`src/rtl/fp_std_0.sv`:
```
// fp_std_0 - front-end stage of the 24-bit float add/sub/max/min unit.
//
// This stage unpacks two operands and orders them by magnitude. It aligns
// the smaller mantissa to the larger one and forms the raw sum and
// difference mantissas. It also selects the numeric max/min operands.
// The normalise/pack stage downstream consumes these results.
//
// Float format: sign[23], exponent[22:15] (bias 127), mantissa[14:0].
// The hidden bit is (exponent != 0). Denormals, NaN and Inf get no
// special handling.
//
// Pipeline: two registered stages, with valid travelling alongside data.
// A global stall holds every stage register.
//
// Ports
//   clk_i                  clock
//   rst_i                  asynchronous active-high reset
//   valid_i                operand pair present
//   ready_o                = !stall_i; a pair is accepted on valid_i & ready_o
//   stall_i                hold all pipeline registers
//   op_i[3:0]              [1:0] 00 add/sub, 01 max, 10 min, 11 reserved;
//                          [2] subtract (invert B sign); [3] passed through
//   a_i, b_i               operands
//   valid_o                outputs below are valid
//   op_o                   op_i delayed by two accepted cycles
//   max_sign_o/min_sign_o  sign of larger/smaller magnitude operand
//                          (after subtract inversion)
//   max_exponent_o         exponent of larger magnitude operand
//   add_result_mantissa_o  raw magnitude sum (17 bits)
//   sub_result_mantissa_o  raw magnitude difference (16 bits)
//   max_result_o/min_result_o  numeric max/min of a_i, b_i (original signs)
module fp_std_0 #(
  parameter int WIDTH = 24
) (
  input  logic             clk_i,
  input  logic             rst_i,
  input  logic             valid_i,
  output logic             ready_o,
  input  logic             stall_i,
  input  logic [3:0]       op_i,
  input  logic [WIDTH-1:0] a_i,
  input  logic [WIDTH-1:0] b_i,
  output logic             valid_o,
  output logic [3:0]       op_o,
  output logic             max_sign_o,
  output logic             min_sign_o,
  output logic [7:0]       max_exponent_o,
  output logic [16:0]      add_result_mantissa_o,
  output logic [15:0]      sub_result_mantissa_o,
  output logic [WIDTH-1:0] max_result_o,
  output logic [WIDTH-1:0] min_result_o
);

  // {hidden, mantissa}; a zero exponent contributes a zero hidden bit
  function automatic logic [15:0] unpack_mant(input logic [23:0] x);
    return {|x[22:15], x[14:0]};
  endfunction

  // Right shift for alignment; shifts of 16 or more flush to zero and
  // shifted-out bits are dropped (no guard/sticky)
  function automatic logic [15:0] align_mant(input logic [15:0] m,
                                             input logic [7:0]  sh);
    logic [15:0] r;
    if (sh >= 8'd16) r = 16'd0;
    else             r = m >> sh[3:0];
    return r;
  endfunction

  // True when A is the numeric maximum. The +0 operand beats -0 because
  // the signs differ. Exact equality resolves to A.
  function automatic logic a_is_max(input logic [23:0] a, input logic [23:0] b);
    logic r;
    if (a == b)              r = 1'b1;
    else if (a[23] != b[23]) r = ~a[23];
    else if (!a[23])         r = (a[22:0] > b[22:0]);
    else                     r = (a[22:0] < b[22:0]);
    return r;
  endfunction

  assign ready_o = ~stall_i;

  logic       b_sign_eff_p0;
  logic       a_big_p0;
  logic       a_max_p0;
  logic       accept_p0;

  // Subtract inversion applies to add/sub only; max/min keep B's sign
  assign b_sign_eff_p0 = b_i[23] ^ ((op_i[1:0] == 2'b00) & op_i[2]);
  // {exp,mant} compares as an unsigned magnitude; a tie keeps A as big
  assign a_big_p0      = (a_i[22:0] >= b_i[22:0]);
  assign a_max_p0      = a_is_max(a_i[23:0], b_i[23:0]);
  assign accept_p0     = valid_i & ~stall_i;

  // ---- stage 1: operand ordering and exponent difference ----
  logic        vld_p1;
  logic        big_sign_p1;
  logic        small_sign_p1;
  logic [7:0]  big_exp_p1;
  logic [7:0]  diff_p1;
  logic [15:0] big_m_p1;
  logic [15:0] small_m_p1;
  logic [23:0] max_p1;
  logic [23:0] min_p1;
  logic [3:0]  op_p1;

  always_ff @(posedge clk_i or posedge rst_i) begin
    if (rst_i)         vld_p1 <= 1'b0;
    else if (!stall_i) vld_p1 <= valid_i;
  end

  // Data loads only on accept, so an empty stage leaves it untouched
  always_ff @(posedge clk_i) begin
    if (accept_p0) begin
      op_p1 <= op_i;
      if (a_big_p0) begin
        big_sign_p1   <= a_i[23];
        small_sign_p1 <= b_sign_eff_p0;
        big_exp_p1    <= a_i[22:15];
        diff_p1       <= a_i[22:15] - b_i[22:15];
        big_m_p1      <= unpack_mant(a_i[23:0]);
        small_m_p1    <= unpack_mant(b_i[23:0]);
      end else begin
        big_sign_p1   <= b_sign_eff_p0;
        small_sign_p1 <= a_i[23];
        big_exp_p1    <= b_i[22:15];
        diff_p1       <= b_i[22:15] - a_i[22:15];
        big_m_p1      <= unpack_mant(b_i[23:0]);
        small_m_p1    <= unpack_mant(a_i[23:0]);
      end
      max_p1 <= a_max_p0 ? a_i[23:0] : b_i[23:0];
      min_p1 <= a_max_p0 ? b_i[23:0] : a_i[23:0];
    end
  end

  logic [15:0] aligned_p1;
  assign aligned_p1 = align_mant(small_m_p1, diff_p1);

  // ---- stage 2: alignment and raw sum/difference ----
  // The outputs reset to zero and load only when stage 1 holds valid
  // data. They therefore stay zero after reset until a new pair arrives.
  always_ff @(posedge clk_i or posedge rst_i) begin
    if (rst_i) begin
      valid_o               <= 1'b0;
      op_o                  <= 4'd0;
      max_sign_o            <= 1'b0;
      min_sign_o            <= 1'b0;
      max_exponent_o        <= 8'd0;
      add_result_mantissa_o <= 17'd0;
      sub_result_mantissa_o <= 16'd0;
      max_result_o          <= '0;
      min_result_o          <= '0;
    end else if (!stall_i) begin
      valid_o <= vld_p1;
      if (vld_p1) begin
        op_o                  <= op_p1;
        max_sign_o            <= big_sign_p1;
        min_sign_o            <= small_sign_p1;
        max_exponent_o        <= big_exp_p1;
        add_result_mantissa_o <= {1'b0, big_m_p1} + {1'b0, aligned_p1};
        // big magnitude >= aligned small magnitude, so this cannot wrap
        sub_result_mantissa_o <= big_m_p1 - aligned_p1;
        max_result_o          <= max_p1;
        min_result_o          <= min_p1;
      end
    end
  end

endmodule

```
`config.mk`:
```
export PLATFORM = sky130hd
export DESIGN_NAME = fp_std_0
export DESIGN_NICKNAME = d
export VERILOG_FILES = /design/src/rtl/fp_std_0.sv
export SDC_FILE = /design/constraint.sdc
export NUM_CORES = 1
export LEC_CHECK = 0
export CORE_MARGIN = 2
export CORE_UTILIZATION = 60
export DETAILED_ROUTE_END_ITERATION = 7
export HOLD_SLACK_MARGIN = 0.06
export PLACE_DENSITY = 0.86
export SLEW_MARGIN = 25
export SYNTH_ARGS = -nofsm -noshare
export SYNTH_HDL_FRONTEND = slang
export SYNTH_SLANG_ARGS = --single-unit
export TNS_END_PERCENT = 30
```
`constraint.sdc`:
```
create_clock -name clk_i -period 10.28 [get_ports clk_i]
set_input_delay 2.056 -clock clk_i [delete_from_list [all_inputs] [get_ports clk_i]]
set_output_delay 2.056 -clock clk_i [all_outputs]
set_load 0.03 [all_outputs]
```
# == Yosys cells after proc, flatten, opt, wreduce, memory -nomap -nowiden ==
# Cells that the tools add are included.
# word_totals
register_bits,199
in_bits,56
out_inout_bits,97
wordCells,51
# op_classes
addsub,4
n_lt_le_gt_ge,4
eq_ne,2
n_shift,1
mux,12
bitwise_logic,5
reduce_logical,4
# op_table
cell,count
$mux W16,3
$mux W24,2
$eq A24 B24 Y1,1
$ge A23 B23 Y1,1
$gt A23 B23 Y1,1
$lt A23 B23 Y1,1
$add A16 B16 Y17,1
$mux W8,2
$reduce_or A8 Y1,2
$shr A16 B4 Y16,1
$sub A16 B16 Y16,1
$sub A8 B8 Y8,2
$ge A8 B5 Y1 const B,1
$mux W1,5
$and A1 B1 Y1,2
$logic_not A2 Y1,1
$not A1 Y1,2
$reduce_and A2 Y1,1
$ne A1 B1 Y1,1
$xor A1 B1 Y1,1

# == Depth between registers and ports, before layout ==
# logic_depth
word_depth,5
ltp_mapped,19
mapped_depth_nobuf,17

# == Worst setup path before layout ==
# No wires, ideal clock.
# synth_path
path_type,input port to flip-flop
start,input port stall_i
end,"register big_exp_p1[0], enable pin"
setup_ns,0.579
arrival_ns,6.625
t_required_ns,9.701
setup_slack_ns,3.076
path_stages,1
path_buffers,0
path_cell_list,nor2b_1
# synth_between
elab_chain_cells,2
# synth_rtl
element,line,text
"start, declared",39,"input logic stall_i,"
$not A1 Y1 (no line),-,
$and A1 B1 Y1,92,assign accept_p0 = valid_i & ~stall_i;
"end signal, assigned",118,big_exp_p1 <= a_i[22:15];
"end signal, assigned",125,big_exp_p1 <= b_i[22:15];
"end, declared",98,logic [7:0] big_exp_p1;
# No other way between the ends.
# A chain may end at the register's enable or synchronous reset.

# == Final worst setup path ==
# layout_path
start,input port stall_i
end,output port ready_o
# layout_between
elab_chain_cells,1
# layout_rtl
element,line,text
$not A1 Y1 (no line),-,
"end, declared",38,"output logic ready_o,"
# No other way between the ends.

==> results.cfg <==
[placement]
port_buffers = 152
routabilityCongestion = 0.846
dp_hpwl_microns = 17300
placed_area_sq_um = 12600

[power_and_ir_drop]
p_per_area_nw_per_um2 = 180
total_power_w = 0.00236
ir_drop_uv = 129
leakagePower_nw = 5.90

[final_layout]
layout.nets = 1338
n_antenna_cell = 0
fin_util = 0.732
seq_area_sq_um = 5470
layout_common_cells = nand2_1 (272), clkdlybuf4s50_1 (152), edfxtp_1 (102)
layout-drive-gt1-share = 0.0871
syn2layout_area_growth_pct = 19.8
multi_input_area_sq_um = 4990
final_area_sq_um = 13100
fill_cells = 1306
layout.cells.most_common = nand2_1

[die]
die_x_microns = 139
die-area_sq_um = 19300
start_util = 0.611
die_h_microns = 139
rows = 49
core_area_sq_um = 17900
io_pins = 153

[timing]
slew_headroom = 0.353
fin_tns_setup_ns = 0
fmax_mhz = 181
period_needed_ns = 5.53
rsz0062_at_grt = false
clock_skew_ns = 0.0102
slew_violations = 0
setup_viol = 0
hold_violations = 0
worstMarginPinSlew_ns = 0.962
fin_crit_sh = 0.538
hold-worst-slack_ns = 0.438

[yosys]
yosysTopAreaCell = edfxtp_1
syn_nets = 1216
yosysTopAreaCellShare = 0.280
yosysWarnings = 0
synth_area_sq_um = 10900
synth.avg_cell_area_sq_um = 10.0
seq_area_frac_synth = 0.500
synthTopCellsByArea = edfxtp_1 (28%), dfrtp_1 (22%), nand2_1 (9.4%), ha_1 (7.1%), mux2_4 (3.6%)
synth_edf_count = 102
synth_ff_type = edfxtp_1
postSynthCellCount = 1094
synth_seq_cells = 198
ys_types = 54
async_flop_share = 0.485

[global_route]
grt_pass1_vias = 8271
grt_overflow = 0
grt_first_pass_wirelength_microns = 40700
grt.total_usage = 0.261
grt_max_degree = 121
grt_antenna_before_repair = 0

[setup_path]
worstPathArrival_ns = 3.47
slowest_stage = clkdlybuf4s50_1
rr_endpoint = add_result_mantissa_o[15]
path_delay_family = buffers and inverters
endpoint = ready_o
slowest_delay_ns = 0.69
critPathRequiredTime_ns = 8.22
startpoint = stall_i
r2r_slack_ns = 5.87
critPathCaptureType = output pin
start_kind = primary input
worstSetupPathType = primary input to output pin
r2r_start = diff_p1[0]
reg2reg_depth = 16
cp_num_buf_inv = 3
cp.depth = 3
path_cells = clkdlybuf4s50_1 > inv_1 > clkdlybuf4s50_1
cp_common_cell = clkdlybuf4s50_1
cp_max_fo = 5

[drt]
via_per_inst = 5.67
routed_wl_microns = 24500
drc = 0
drt_iter0_markers = 673
final_antenna_net_count = 0
post_drt_wl_per_cell_microns = 16.8
vias = 8270
first_pass_iters = 7

[clock_network]
root_buffer = clkbuf_16
cts_resized = 0
cts_buffers = 17
clkTransAtPathRegs_ns = 0.07
clk_latency_ns = 0.43
postCtsSetupRepairBufs = 0
cts_buffer_depth = 2
htree_levels = 4
clock_sinks = 198
cts_hold_buf = 0
cts_tree = built

[min_path]
hold_class = register to register

[job]
drv_cap = 0

[status]
status = finished, final reports clean
-- worst reg2reg max path, cell delays in order (launching register included) --
cell      delay, ns
edfxtp_1       0.74
clkinv_1       0.42
o21ai_0        0.38
nor2_1         0.07
a21oi_1        0.16
nand2_1        0.07
o21ai_0        0.13
nand2b_1       0.16
ha_1           0.24
nand2b_1       0.17
a221oi_1       0.35
o221a_2        0.29
o41ai_2        0.10
o31ai_1        0.50
a211oi_1       0.22
nor4_1         0.24
a211o_1        0.14
-- cells in the mapped netlist, drive strengths merged, types with 8 or more instances --
library cell,instances
nand2b,11
nor2,62
mux2i,28
xnor2,18
buf,13
nand2,273
clkbuf,42
a21o,15
inv,67
a21oi,51
nor3,20
dfrtp,96
ha,62
xor2,8
edfxtp,102
mux2,56
nor2b,10
o21ai,71
-- power breakdown --
| part | total [W] | internal (W) | switching (W) |
|---|---|---|---|
| Combinational | 0.000710 | 0.000298 | 0.000412 |
| Clock | 0.000619 | 0.000316 | 0.000303 |
| Sequential | 0.00103 | 0.000962 | 0.0000694 |
| Total | 0.00236 | 0.00158 | 0.000785 |
-- metrics by stage --
stage | cells | setup slack, ns
final | 1458 | 4.75
after global routing | 1458 | 4.67
after floorplan | 1094 | 3.08
after detailed placement | 1426 | 4.61
after CTS | 1458 | 4.73
after global placement | 1426 | 4.72
-- sequential cells by signal, indices dropped and copies added, names as in the netlist, 15 cells and up --
name,count
max_p1,24
max_result_o,24
min_p1,24
min_result_o,24
add_result_mantissa_o,17
big_m_p1,16
small_m_p1,16
sub_result_mantissa_o,15
-- kinds of logic after synthesis --
family / Yosys count / share of synthesized area
xor+xnor: 26 / 0.0208
flops: 198 / 0.500
compound gates: 178 / 0.0958
mux: 87 / 0.0984
simple gates: 416 / 0.160
fa+ha+maj: 66 / 0.0783
buf+inv: 123 / 0.0471
-- layer usage --
metal	wire, microns	GRT usage
met2	12300	0.448
met3	1180	0.0466
met5	0	0
met4	810	0.110
met1	10200	0.329
-- final cells by class --
| class | instances | share of cell area |
|---|---|---|
| tap | 229 | 0.0219 |
| clock inverter | 11 | 0.00688 |
| timing repair buffer | 158 | 0.120 |
| sequential | 198 | 0.417 |
| inverter | 68 | 0.0197 |
| clock buffer | 21 | 0.0336 |
| multi-input combinational | 773 | 0.381 |
-- how the worst min path moves through the flow --
| stage | startpoint | endpoint | slack, ns | cells after the start |
|---|---|---|---|---|
| finish | max_p1[13] | max_result_o[13] | 0.44 | 2 |
| floorplan | big_exp_p1[0] | max_exponent_o[0] | 0.41 | 2 |
| CTS | min_p1[14] | min_result_o[14] | 0.44 | 2 |
| global placement | min_p1[16] | min_result_o[16] | 0.42 | 2 |
| detailed placement | max_p1[13] | max_result_o[13] | 0.42 | 2 |
| global route | max_p1[13] | max_result_o[13] | 0.45 | 2 |
Power figures use the tool's default switching activity.
